[config.mk]
export PLATFORM = sky130hd
export DESIGN_NAME = tx_fire_pulse_generator_flat
export DESIGN_NICKNAME = d
export VERILOG_FILES = /design/src/rtl/tx_fire_pulse_generator_if.sv /design/src/rtl/tx_fire_pulse_generator.sv /design/src/flat_wrapper.sv
export SDC_FILE = /design/constraint.sdc
export NUM_CORES = 1
export LEC_CHECK = 0
export ABC_AREA = 1
export ABC_CLOCK_PERIOD_IN_PS = 20200
export CORE_MARGIN = 3
export CORE_UTILIZATION = 60
export CTS_BUF_LIST = sky130_fd_sc_hd__clkbuf_4 sky130_fd_sc_hd__clkbuf_8
export CTS_CLUSTER_SIZE = 12
export DETAILED_ROUTE_END_ITERATION = 8
export GPL_ROUTABILITY_DRIVEN = 1
export MAX_ROUTING_LAYER = met4
export PLACE_DENSITY = 0.92
export SYNTH_ARGS = -nofsm -noshare
export SYNTH_HDL_FRONTEND = slang
export SYNTH_SLANG_ARGS = --single-unit
[constraint.sdc]
create_clock -name txCLK -period 20.2 [get_ports txCLK]
set_clock_uncertainty 0.2 [all_clocks]
set_input_delay 3.03 -clock txCLK [delete_from_list [all_inputs] [get_ports txCLK]]
set_output_delay 3.03 -clock txCLK [all_outputs]
set_load 0.03 [all_outputs]
[src/rtl/tx_fire_pulse_generator_if.sv]
// Fire-request / status bundle between the transmit output controller (master)
// and tx_fire_pulse_generator (slave). TX_DANGER_KILL_EN adds the kill line.
interface tx_fire_pulse_generator_if #(
  parameter int NUM_CH   = 8,
  parameter int DELAY_W  = 16,
  parameter int CHARGE_W = 9
);

  logic                       itxFire;
  logic [NUM_CH*DELAY_W-1:0]  itxPhaseDelays;
  logic [CHARGE_W-1:0]        itxChargeTime;
  logic [NUM_CH-1:0]          itxChannelMask;
  logic                       itxAbort;
`ifdef TX_DANGER_KILL_EN
  logic                       itxToAll_Danger_KillProgram;
`endif
  logic [NUM_CH-1:0]          otxTransducerOutput;
  logic                       otxBusy;
  logic                       otxDone;
  logic                       otxFireError;

`ifdef TX_DANGER_KILL_EN
  modport master (
    output itxFire, itxPhaseDelays, itxChargeTime, itxChannelMask, itxAbort,
           itxToAll_Danger_KillProgram,
    input  otxTransducerOutput, otxBusy, otxDone, otxFireError
  );

  modport slave (
    input  itxFire, itxPhaseDelays, itxChargeTime, itxChannelMask, itxAbort,
           itxToAll_Danger_KillProgram,
    output otxTransducerOutput, otxBusy, otxDone, otxFireError
  );
`else
  modport master (
    output itxFire, itxPhaseDelays, itxChargeTime, itxChannelMask, itxAbort,
    input  otxTransducerOutput, otxBusy, otxDone, otxFireError
  );

  modport slave (
    input  itxFire, itxPhaseDelays, itxChargeTime, itxChannelMask, itxAbort,
    output otxTransducerOutput, otxBusy, otxDone, otxFireError
  );
`endif

endinterface

[src/rtl/tx_fire_pulse_generator.sv]
// Per-channel delayed transducer pulse generator, started by a one-cycle fire strobe.
// Optional macro TX_DANGER_KILL_EN adds a combinational kill input that forces all lines low.
module tx_fire_pulse_generator #(
  parameter int NUM_CH   = 8,
  parameter int DELAY_W  = 16,
  parameter int CHARGE_W = 9
) (
  input  logic                       txCLK,
  input  logic                       txRESETn,
  tx_fire_pulse_generator_if.slave   bus
);

  typedef enum logic [1:0] {
    IDLE   = 2'd0,
    FIRING = 2'd1,
    DONE   = 2'd2
  } txState_t;

  typedef logic [DELAY_W:0]    tick_t;
  typedef logic [DELAY_W-1:0]  delay_t;
  typedef logic [CHARGE_W-1:0] charge_t;

  // The tick counter is one bit wider than a delay, so the longest pulse only
  // fits if the charge field is no wider than the delay field.
  if (CHARGE_W > DELAY_W) begin : gBadWidths
    $error("tx_fire_pulse_generator: CHARGE_W must not exceed DELAY_W");
  end
  if (NUM_CH < 1) begin : gBadChannels
    $error("tx_fire_pulse_generator: NUM_CH must be at least 1");
  end

  txState_t          state, stateNext;
  tick_t             t, tNext;
  delay_t            delayReg [NUM_CH];
  charge_t           chargeReg;
  logic [NUM_CH-1:0] maskReg;
  logic [NUM_CH-1:0] driveReg, driveNext;
  logic              doneReg, doneNext;
  logic              errReg, errNext;
  logic              load;

  delay_t            delayIn [NUM_CH];
  tick_t             endTime [NUM_CH];
  tick_t             tEnd;
  logic [NUM_CH-1:0] hit;
  logic              busy;
  logic              kill;

`ifdef TX_DANGER_KILL_EN
  logic killPrev;

  assign kill = bus.itxToAll_Danger_KillProgram;

  always_ff @(posedge txCLK or negedge txRESETn) begin
    if (!txRESETn) killPrev <= 1'b0;
    else           killPrev <= kill;
  end
`else
  assign kill = 1'b0;
`endif

  always_comb begin
    for (int i = 0; i < NUM_CH; i++) begin
      delayIn[i] = bus.itxPhaseDelays[i*DELAY_W +: DELAY_W];
    end
  end

  // Window and completion time come from the latched fire parameters only.
  always_comb begin
    tEnd = '0;
    hit  = '0;
    for (int i = 0; i < NUM_CH; i++) begin
      endTime[i] = tick_t'(delayReg[i]) + tick_t'(chargeReg);
      hit[i]     = maskReg[i] && (chargeReg != '0) &&
                   (t >= tick_t'(delayReg[i])) && (t < endTime[i]);
      if (maskReg[i] && (chargeReg != '0) && (endTime[i] > tEnd)) begin
        tEnd = endTime[i];
      end
    end
  end

  // Busy also covers the done-pulse cycle, when the FSM is already back in IDLE.
  assign busy = (state != IDLE) || doneReg;

  always_comb begin
    // NOTE: every output of this block gets a default first so no path leaves
    // a value unassigned, which would otherwise infer a latch.
    stateNext = state;
    tNext     = t;
    driveNext = '0;
    doneNext  = 1'b0;
    errNext   = bus.itxFire && busy;
    load      = 1'b0;

    unique case (state)
      IDLE: begin
        if (bus.itxFire && !doneReg) begin
          load      = 1'b1;
          tNext     = '0;
          stateNext = FIRING;
        end
      end
      FIRING: begin
        if (bus.itxAbort) begin
          stateNext = IDLE;
        end else if (t == tEnd) begin
          stateNext = DONE;
        end else begin
          driveNext = hit;
          tNext     = t + tick_t'(1);
        end
      end
      DONE: begin
        stateNext = IDLE;
        doneNext  = !bus.itxAbort;
      end
      default: stateNext = IDLE;
    endcase

`ifdef TX_DANGER_KILL_EN
    if (kill) begin
      stateNext = IDLE;
      driveNext = '0;
      doneNext  = 1'b0;
      load      = 1'b0;
      errNext   = !killPrev;
    end
`endif
  end

  // NOTE: state registers use non-blocking assignments so every flop samples
  // the pre-edge values, independent of process evaluation order.
  always_ff @(posedge txCLK or negedge txRESETn) begin
    if (!txRESETn) begin
      state    <= IDLE;
      t        <= '0;
      driveReg <= '0;
      doneReg  <= 1'b0;
      errReg   <= 1'b0;
    end else begin
      state    <= stateNext;
      t        <= tNext;
      driveReg <= driveNext;
      doneReg  <= doneNext;
      errReg   <= errNext;
    end
  end

  // NOTE: the latched fire parameters are a small register bank, not a RAM,
  // so they take the async reset and come up as all-zero.
  always_ff @(posedge txCLK or negedge txRESETn) begin
    if (!txRESETn) begin
      for (int i = 0; i < NUM_CH; i++) delayReg[i] <= '0;
      chargeReg <= '0;
      maskReg   <= '0;
    end else if (load) begin
      for (int i = 0; i < NUM_CH; i++) delayReg[i] <= delayIn[i];
      chargeReg <= bus.itxChargeTime;
      maskReg   <= bus.itxChannelMask;
    end
  end

  assign bus.otxTransducerOutput = driveReg & ~{NUM_CH{kill}};
  assign bus.otxBusy             = busy;
  assign bus.otxDone             = doneReg;
  assign bus.otxFireError        = errReg;

  aDoneSingle : assert property (@(posedge txCLK) disable iff (!txRESETn)
    doneReg |=> !doneReg);

  aDriveOnlyFiring : assert property (@(posedge txCLK) disable iff (!txRESETn)
    (driveReg != '0) |-> (state == FIRING));

endmodule
[src/flat_wrapper.sv]
// flat-port wrapper written by rule: the top's interface ports become plain ports
module tx_fire_pulse_generator_flat 
#(
  parameter int NUM_CH   = 8,
  parameter int DELAY_W  = 16,
  parameter int CHARGE_W = 9
)
  (txCLK, txRESETn, bus_itxFire, bus_itxPhaseDelays, bus_itxChargeTime, bus_itxChannelMask, bus_itxAbort, bus_otxTransducerOutput, bus_otxBusy, bus_otxDone, bus_otxFireError);
  tx_fire_pulse_generator_if #(.NUM_CH(NUM_CH), .DELAY_W(DELAY_W), .CHARGE_W(CHARGE_W)) bus_i ();
  input  logic txCLK;
  input  logic txRESETn;
  input wire logic [$bits(bus_i.itxFire)-1:0] bus_itxFire;
  input wire logic [$bits(bus_i.itxPhaseDelays)-1:0] bus_itxPhaseDelays;
  input wire logic [$bits(bus_i.itxChargeTime)-1:0] bus_itxChargeTime;
  input wire logic [$bits(bus_i.itxChannelMask)-1:0] bus_itxChannelMask;
  input wire logic [$bits(bus_i.itxAbort)-1:0] bus_itxAbort;
  output wire logic [$bits(bus_i.otxTransducerOutput)-1:0] bus_otxTransducerOutput;
  output wire logic [$bits(bus_i.otxBusy)-1:0] bus_otxBusy;
  output wire logic [$bits(bus_i.otxDone)-1:0] bus_otxDone;
  output wire logic [$bits(bus_i.otxFireError)-1:0] bus_otxFireError;
  assign bus_i.itxFire = bus_itxFire;
  assign bus_i.itxPhaseDelays = bus_itxPhaseDelays;
  assign bus_i.itxChargeTime = bus_itxChargeTime;
  assign bus_i.itxChannelMask = bus_itxChannelMask;
  assign bus_i.itxAbort = bus_itxAbort;
  assign bus_otxTransducerOutput = bus_i.otxTransducerOutput;
  assign bus_otxBusy = bus_i.otxBusy;
  assign bus_otxDone = bus_i.otxDone;
  assign bus_otxFireError = bus_i.otxFireError;
  tx_fire_pulse_generator #(.NUM_CH(NUM_CH), .DELAY_W(DELAY_W), .CHARGE_W(CHARGE_W)) u_core (.txCLK(txCLK), .txRESETn(txRESETn), .bus(bus_i));
endmodule
==> results of run 1 <==
[registers in the layout (all words and copies together) (netlist names)]
name / count
u_core.maskReg: 8
u_core.chargeReg: 9
u_core.bus.otxTransducerOutput: 8
u_core.t: 17
u_core.state: 2
u_core.delayReg: 128
u_core.bus.otxDone: 1
u_core.bus.otxFireError: 1
[cell type report]
type | count | share of cell area (%)
inverters | 432 | 6.77
flip-flops and latches | 174 | 18.2
clock inverters | 14 | 0.716
well taps | 455 | 2.38
diodes | 2 | 0.0209
repair buffers | 193 | 7.77
clock buffers | 18 | 1.01
multi-input cells | 2296 | 63.1
[cell usage after synthesis (3+ instances only)]
cell type,number
nor3_1,36
o211ai_1,4
mux2_2,24
inv_1,427
o31ai_1,5
a31oi_1,6
dlygate4sd1_1,4
o221a_2,7
ha_1,444
or2_2,5
a21o_1,17
clkbuf_1,34
o311ai_0,15
buf_6,4
nor4_1,14
fa_1,8
xor2_1,85
nand4_1,85
a21boi_0,7
dfrtp_1,174
o221ai_1,9
o21a_1,19
buf_1,5
nand3_2,5
buf_4,7
o21ai_0,123
and2_1,12
clkbuf_4,3
o21ai_1,3
xnor2_1,4
a2111oi_0,13
nor2_2,4
nand3_1,151
a21oi_1,315
nand2_1,554
a211oi_1,16
nand2_2,11
nand3b_1,5
nor2_1,254
inv_2,3
o21bai_1,18
buf_2,9
[worst max-delay path by stage]
stage	startpoint	to	slack, ns	cells after the start
6_report	u_core.chargeReg[3]	u_core.t[4]	1.99	98
5_1_grt	u_core.chargeReg[1]	u_core.t[4]	0.23	91
4_1_cts	u_core.chargeReg[1]	u_core.t[4]	1.43	90
3_5_place_dp	u_core.chargeReg[1]	u_core.t[4]	1.53	90
3_3_place_gp	u_core.chargeReg[1]	u_core.t[11]	1.83	93
2_1_floorplan	u_core.chargeReg[1]	u_core.state[0]	5.12	109
[kinds of logic (layout without fill, tap and decap cells)]
group           count (synthesis)  in the layout
compound gates                587            587
xor+xnor                       89             89
mux                            24             24
fa+ha+maj                     452            452
flops                         174            174
simple gates                 1144           1144
buf+inv                       498            657
other cells                     0              2
[stage by stage]
step	setup slack, ns	cell area [um^2]	cells
final	1.99	24000	3584
after global routing	0.228	24000	3584
after CTS	1.43	23900	3582
after detailed placement	1.53	23500	3550
after global placement	1.83	23500	3550
after floorplan	5.12	21400	2968
[per-layer routing]
| layer | share of wire (%) | wire length (um) |
|---|---|---|
| met5 | 0 | 0 |
| met4 | 7.8 | 6050 |
| met3 | 8.9 | 6930 |
| met2 | 46 | 35600 |
| met1 | 37 | 28900 |
[worst max-delay path, delay by kind of cell (launching register included)]
kind            cells  cell delay [ns]
compound gates     22             4.62
flops               1             0.51
buf+inv             8             2.02
fa+ha+maj           8             2.65
simple gates       60             8.11
==> impl_metrics.toml, run 1 <==
[run_status]
run_status = "finished, violations left"
violations = "DRC"

[worst_setup_path]
crit_slowest_cell = "o21ai_0"
cp_data_arrival_time_ns = 18.47
regToRegEndpoint = "u_core.t[4]"
critPathMostFrequentCell = "nand2_1"
worst_setup_path_end_kind = "register"
setup.worst_path.start_class = "register"
cp_slowest_stage_delay_ns = 0.63
worstSetupPathType = "reg2reg"
cp_data_required_time_ns = 20.45
ff_to_ff_setup_slack_ns = 1.99
crit_fanout = 33
worstReg2RegStart = "u_core.chargeReg[3]"
worstRegToRegCells = 98

[synth]
dominantRegCellSynth = "dfrtp_1"
synth_largest_area_cell = "ha_1"
synth_compound_area_share_pct = 15.8
yosys_register_bits = 174
yosys-mux-area-fraction_pct = 1.26
xor_xnor_cell_area_share_of_the_yosys_netlist_pct = 3.64
avg_cell_area_syn_um2 = 7.22
synth_top_cell_area_share_pct = 25.9
synth_top_family_by_area = "adder cells"
synth_area_leaders = "ha_1, dfrtp_1, nand2_1"
synth_nets = 3569
synth_seq_area_share_pct = 20.3
postSynth.asyncResetShare_pct = 100
synth.lib_cells_used.distinct = 57
post_synth_fa_ha_maj_area_fraction_pct = 26.7
area_share_of_and_or_nand_nor_cells_after_synthesis_pct = 23.1
synth_enable_flop_cells = 0
post_synth_instance_area_um2 = 21400
number_of_warnings_printed_during_yosys_synthesis = 0
synth_cells = 2968

[clocking]
cts_max_level = 4
clkTransAtPathRegs_ns = 0.10
clk_path_buf_depth = 2
tritoncts = "done"
cts.repair_timing.setup_buffer_count = 0
clk_latency_ns = 0.53
clock_tree.root_cell = "clkbuf_8"
post_cts_resized = 0
clock_sinks = 174
numCtsBuffers = 17
cts_hold_buf = 0

[die]
die_height_um = 195
placementRows = 68
core_area_um2 = 34900
i_o_pins = 160
die_area_um2 = 38000
die-width_um = 195
initial_core_util_pct = 61.4

[run]
cap_violations = 0

[min_path]
hold_depth = 1
hold_path_class = "reg2reg"
hold-path-endpoint = "u_core.bus.otxDone"
min-delay-start = "u_core.state[0]"

[global_route]
busiest_layer = "met2"
grt_start_max_net_pins = 226
via_count_of_the_first_global_routing_pass = 22500
grt_pass1_wl_um = 119000
grtUsageTotal_pct = 41.3
grt_antenna_before_repair = 1
overflow = 0
grt_use_met1_pct = 46.8
grt.met3_usage_pct = 7.87
grtUsageMet2_pct = 66.7

[layout]
fillCellCount = 2865
drive_gt1_share_pct = 4.38
area_growth_syn_to_layout_pct = 11.8
seqCellArea_um2 = 4360
finish.net_count = 3715
multiInputGateArea_um2 = 15100
most_frequent_standard_cell_in_the_layout_excluding_fill_and_tap_cells = "nand2_1"
postLayoutCoreUtil_pct = 68.7
most-common-layout-cells = "nand2_1, ha_1, inv_1"

[timing]
post-route-period-util_pct = 90.2
finalHoldViolCount = 0
setup_repair_after_global_routing_missed_its_margin = "no"
achievable-frequency_mhz = 54.9
slew_headroom_pct = 23.3
fin_worst_hold_slack_ns = 0.280
period_minus_slack_ns = 18.21
finalSetupTns_ns = 0
worst_slew_pin_slew_ns = 1.14
setup_viol = 0
final_max_slew_viol_count = 0

[route]
drt_first_pass_iters = 9
drt-wirelength-per-cell_um = 21.6
dr_total_vias = 22200
drt_iter0_drc = 1873
wl_um = 77500
via_per_inst = 6.21
detail-route-antenna-nets = 0
remaining_drc_errors = 2

[place]
place.gp.congestion = 1.06
buffer_ports.inserted = 159
dp.final_hpwl_um = 60000
Power of run 1 is not shown: default switching activity piles up to over one toggle a cycle in this logic, so the estimate is an artifact.
==> run 2: changes to the inputs <==
ABC_CLOCK_PERIOD_IN_PS = 22300   (was 20200)
CORE_ASPECT_RATIO = 0.5   (was not set)
CORE_MARGIN = 1   (was 3)
clock period = 22.3 ns   (was 20.2 ns; I/O delays follow)
==> run 2 against run 1 <==
The run now fails in detailed routing (5_2_route). Global-route usage up 0.41 points. Synthesized cell count unchanged. Synthesized area unchanged.
==> impl_metrics.toml, run 2 <==
[clocking]
clk_path_buf_depth = 2
clock_sinks = 174
numCtsBuffers = 17
clock_tree.root_cell = "clkbuf_8"
cts.repair_timing.setup_buffer_count = 0
cts_hold_buf = 0
cts_max_level = 4

[die]
i_o_pins = 160
initial_core_util_pct = 61.5
placementRows = 48
die-width_um = 269
die_height_um = 136

[synth]
avg_cell_area_syn_um2 = 7.22
synth_nets = 3569
synth_area_leaders = "ha_1, dfrtp_1, nand2_1"
yosysMostFrequentCell = "nand2_1"
number_of_warnings_printed_during_yosys_synthesis = 0
dominantRegCellSynth = "dfrtp_1"
synth_seq_area_share_pct = 20.3
synth_largest_area_cell = "ha_1"
post_synth_instance_area_um2 = 21400
synth_cells = 2968
synth_top_cell_area_share_pct = 25.9
synth.lib_cells_used.distinct = 57
postSynth.asyncResetShare_pct = 100
synth.top_cells.by_count = "nand2_1, ha_1, inv_1"
yosys_register_bits = 174
synth_enable_flop_cells = 0

[run_status]
tool.error = "[ERROR DRT-0255] Maze Route cannot find path of net bus_itxPhaseDelays[105] in worker of routeBox ( 241500 0 ) ( 269250 48300 )."
run_status = "aborted with a tool error"
stop_stage = "detailed routing (5_2_route)"

[place]
place.gp.congestion = 1.06
place_area_um2 = 23500
dp.final_hpwl_um = 57500
buffer_ports.inserted = 159
place_worst_setup_slack_ns = 1.64

[global_route]
overflow = 0
grt_pass1_wl_um = 113000
via_count_of_the_first_global_routing_pass = 20700
grt_start_max_net_pins = 210
grt_antenna_before_repair = 1
grtUsageTotal_pct = 41.7

[timing]
worst-endpoint-pin-kind = "register input"
grt_worst_setup_endpoint = "u_core.t[4]$_DFFE_PN0P_/D"
## run 2: cell counts after synthesis
Identical to the previous run, type by type.
## run 2: kinds of logic after synthesis
kind of cell    synth area share (%)
simple gates                    23.1
compound gates                  15.8
buf+inv                         9.19
fa+ha+maj                       26.7
flops                           20.3
xor+xnor                        3.64
mux                             1.26
## run 2: through the flow
stage / std cells / hold slack, ns
2_1_floorplan: 2968 / 0.228
3_3_place_gp: 3568 / 0.246
3_5_place_dp: 3568 / 0.264
4_1_cts: 3599 / 0.281
5_1_grt: 3600 / 0.308
## run 2: timing repair
item / CTS / global route
endpoints found under the hold margin: 0 / 0
gates resized for setup: 0 / 10
setup endpoints to repair: 0 / 27
## run 2: routing by layer
layer  GRT usage (%)
met1            53.2
met2            64.9
met3            8.67
met4            16.2
met5               -
==> run 3: changes to the inputs <==
CORE_ASPECT_RATIO = not set   (was 0.5)
CORE_UTILIZATION = 40   (was 60)
CTS_BUF_LIST = not set   (was sky130_fd_sc_hd__clkbuf_4 sky130_fd_sc_hd__clkbuf_8)
CTS_CLUSTER_SIZE = not set   (was 12)
MAX_ROUTING_LAYER = not set   (was met4)
PLACE_DENSITY = not set   (was 0.92)
PLACE_DENSITY_LB_ADDON = 0.15   (was not set)
==> run 3 against run 2 <==
The flow now finishes, with violations (DRC). Global-route usage down 12 points.
==> impl_metrics.toml, run 3 (synthesis results as in run 1) <==
[run_status]
run_status = "finished, violations left"
violations = "DRC"

[min_path]
hold_path_class = "reg2reg"
min-delay-start = "u_core.state[0]"

[clocking]
tritoncts = "done"
cts_hold_buf = 0
clk_path_buf_depth = 2
clock_sinks = 174
cts_max_level = 4
clkTransAtPathRegs_ns = 0.08
clock_tree.root_cell = "clkbuf_16"
clk_latency_ns = 0.51
cts.repair_timing.setup_buffer_count = 0
numCtsBuffers = 17

[timing]
finalHoldViolCount = 0
setup_repair_after_global_routing_missed_its_margin = "no"
slew_headroom_pct = 26.0
fin_ws_ns = 2.10
setup_viol = 0
final_max_slew_viol_count = 0
post-route-period-util_pct = 90.6
worst_slew_pin_slew_ns = 1.10
achievable-frequency_mhz = 49.5
finalSetupTns_ns = 0
period_minus_slack_ns = 20.20

[die]
placementRows = 84
initial_core_util_pct = 40.6
die-width_um = 233
i_o_pins = 160
die_height_um = 233
core_area_um2 = 52800
die_area_um2 = 54500

[worst_setup_path]
crit_slowest_cell = "o21ai_0"
cp_data_arrival_time_ns = 20.45
worst_setup_path_end_kind = "register"
setup.worst_path.start_class = "register"
worstSetupPathType = "reg2reg"
worstReg2RegStart = "u_core.chargeReg[6]"
critPathMostFrequentCell = "nand2_1"
worstSetupStartpoint = "u_core.chargeReg[6]"
cp_data_required_time_ns = 22.54
crit_fanout = 33
cp_slowest_stage_delay_ns = 0.69

[global_route]
via_count_of_the_first_global_routing_pass = 20900
grt_pass1_wl_um = 120000
grtUsageTotal_pct = 29.8
grt_start_max_net_pins = 79
grt_antenna_before_repair = 0
overflow = 0

[layout]
postLayoutCoreUtil_pct = 46.2
finish.net_count = 3715
most_frequent_standard_cell_in_the_layout_excluding_fill_and_tap_cells = "nand2_1"
top_regs = "u_core.delayReg x128, u_core.t x17, u_core.chargeReg x9"
drive_gt1_share_pct = 4.45
most-common-layout-cells = "nand2_1, ha_1, inv_1"
register_ranked_first_by_flip_flop_count = "u_core.delayReg"
area_growth_syn_to_layout_pct = 13.8
largest_register_ff_count = 128

[place]
place_worst_setup_slack_ns = 1.63
place.gp.congestion = 0.960
dp.final_hpwl_um = 62000
buffer_ports.inserted = 159

[route]
drt_iter0_drc = 1256
drt_first_pass_iters = 7
detail-route-antenna-nets = 0
via_per_inst = 5.52
dr_total_vias = 21100
wl_um = 79600
drt-wirelength-per-cell_um = 20.9
remaining_drc_errors = 16

[run]
cap_violations = 0
==> run 3: per-layer routing <==
layer / track usage [%] / vias to the layer above / wire [um]
met3: 3.76 / 146 / 3270
li1: - / 10400 / -
met1: 36.2 / 9996 / 34200
met2: 52.3 / 542 / 39000
met5: 0 / - / 0
met4: 13.1 / 0 / 3070
==> run 3: area by class of cell <==
| type | count | area, um^2 |
|---|---|---|
| Antenna cell | 1 | 2.50 |
| Clock buffer | 19 | 443 |
| Clock inverter | 13 | 119 |
| Fill cell | 5391 | 28400 |
| Inverter | 432 | 1630 |
| Multi-Input combinational cell | 2296 | 15100 |
| Sequential cell | 174 | 4360 |
| Tap cell | 688 | 861 |
| Timing Repair Buffer | 193 | 1850 |
==> run 3: worst paths after layout <==
kind | slack, ns | cells after the start | to
hold / removal | 0.26 | 1 | u_core.bus.otxDone
hold reg to reg | 0.26 | 1 | u_core.bus.otxDone
setup reg to reg | 2.10 | 103 | u_core.t[11]
max in group asynchronous | 17.99 | 2 | u_core.t[14]
setup / recovery | 2.10 | 103 | u_core.t[11]
min in group asynchronous | 2.59 | 1 | u_core.delayReg[42]
==> run 3: what timing repair did <==
action	CTS	global route
hold endpoints to repair	0	0
gates resized for setup	0	9
endpoints found under the setup margin	0	27
==> run 3: worst max-delay path: cells and delay by family (launching register included) <==
kind / cells / cell delay (ns)
and+or+nand+nor: 64 / 9.48
AOI/OAI and AO/OA: 23 / 5.22
adders and majority gates: 8 / 2.50
buffers and inverters: 8 / 2.02
DFF: 1 / 0.59
==> run 3: stage by stage <==
step	cell area (um^2)	hold WS (ns)	std cells
CTS	24400	0.264	3815
global placement	23800	0.244	3783
finish	24400	0.263	3816
global route	24400	0.276	3815
detailed placement	23800	0.255	3783
floorplan	21400	0.228	2968
Power of run 3 is left out for the same reason.
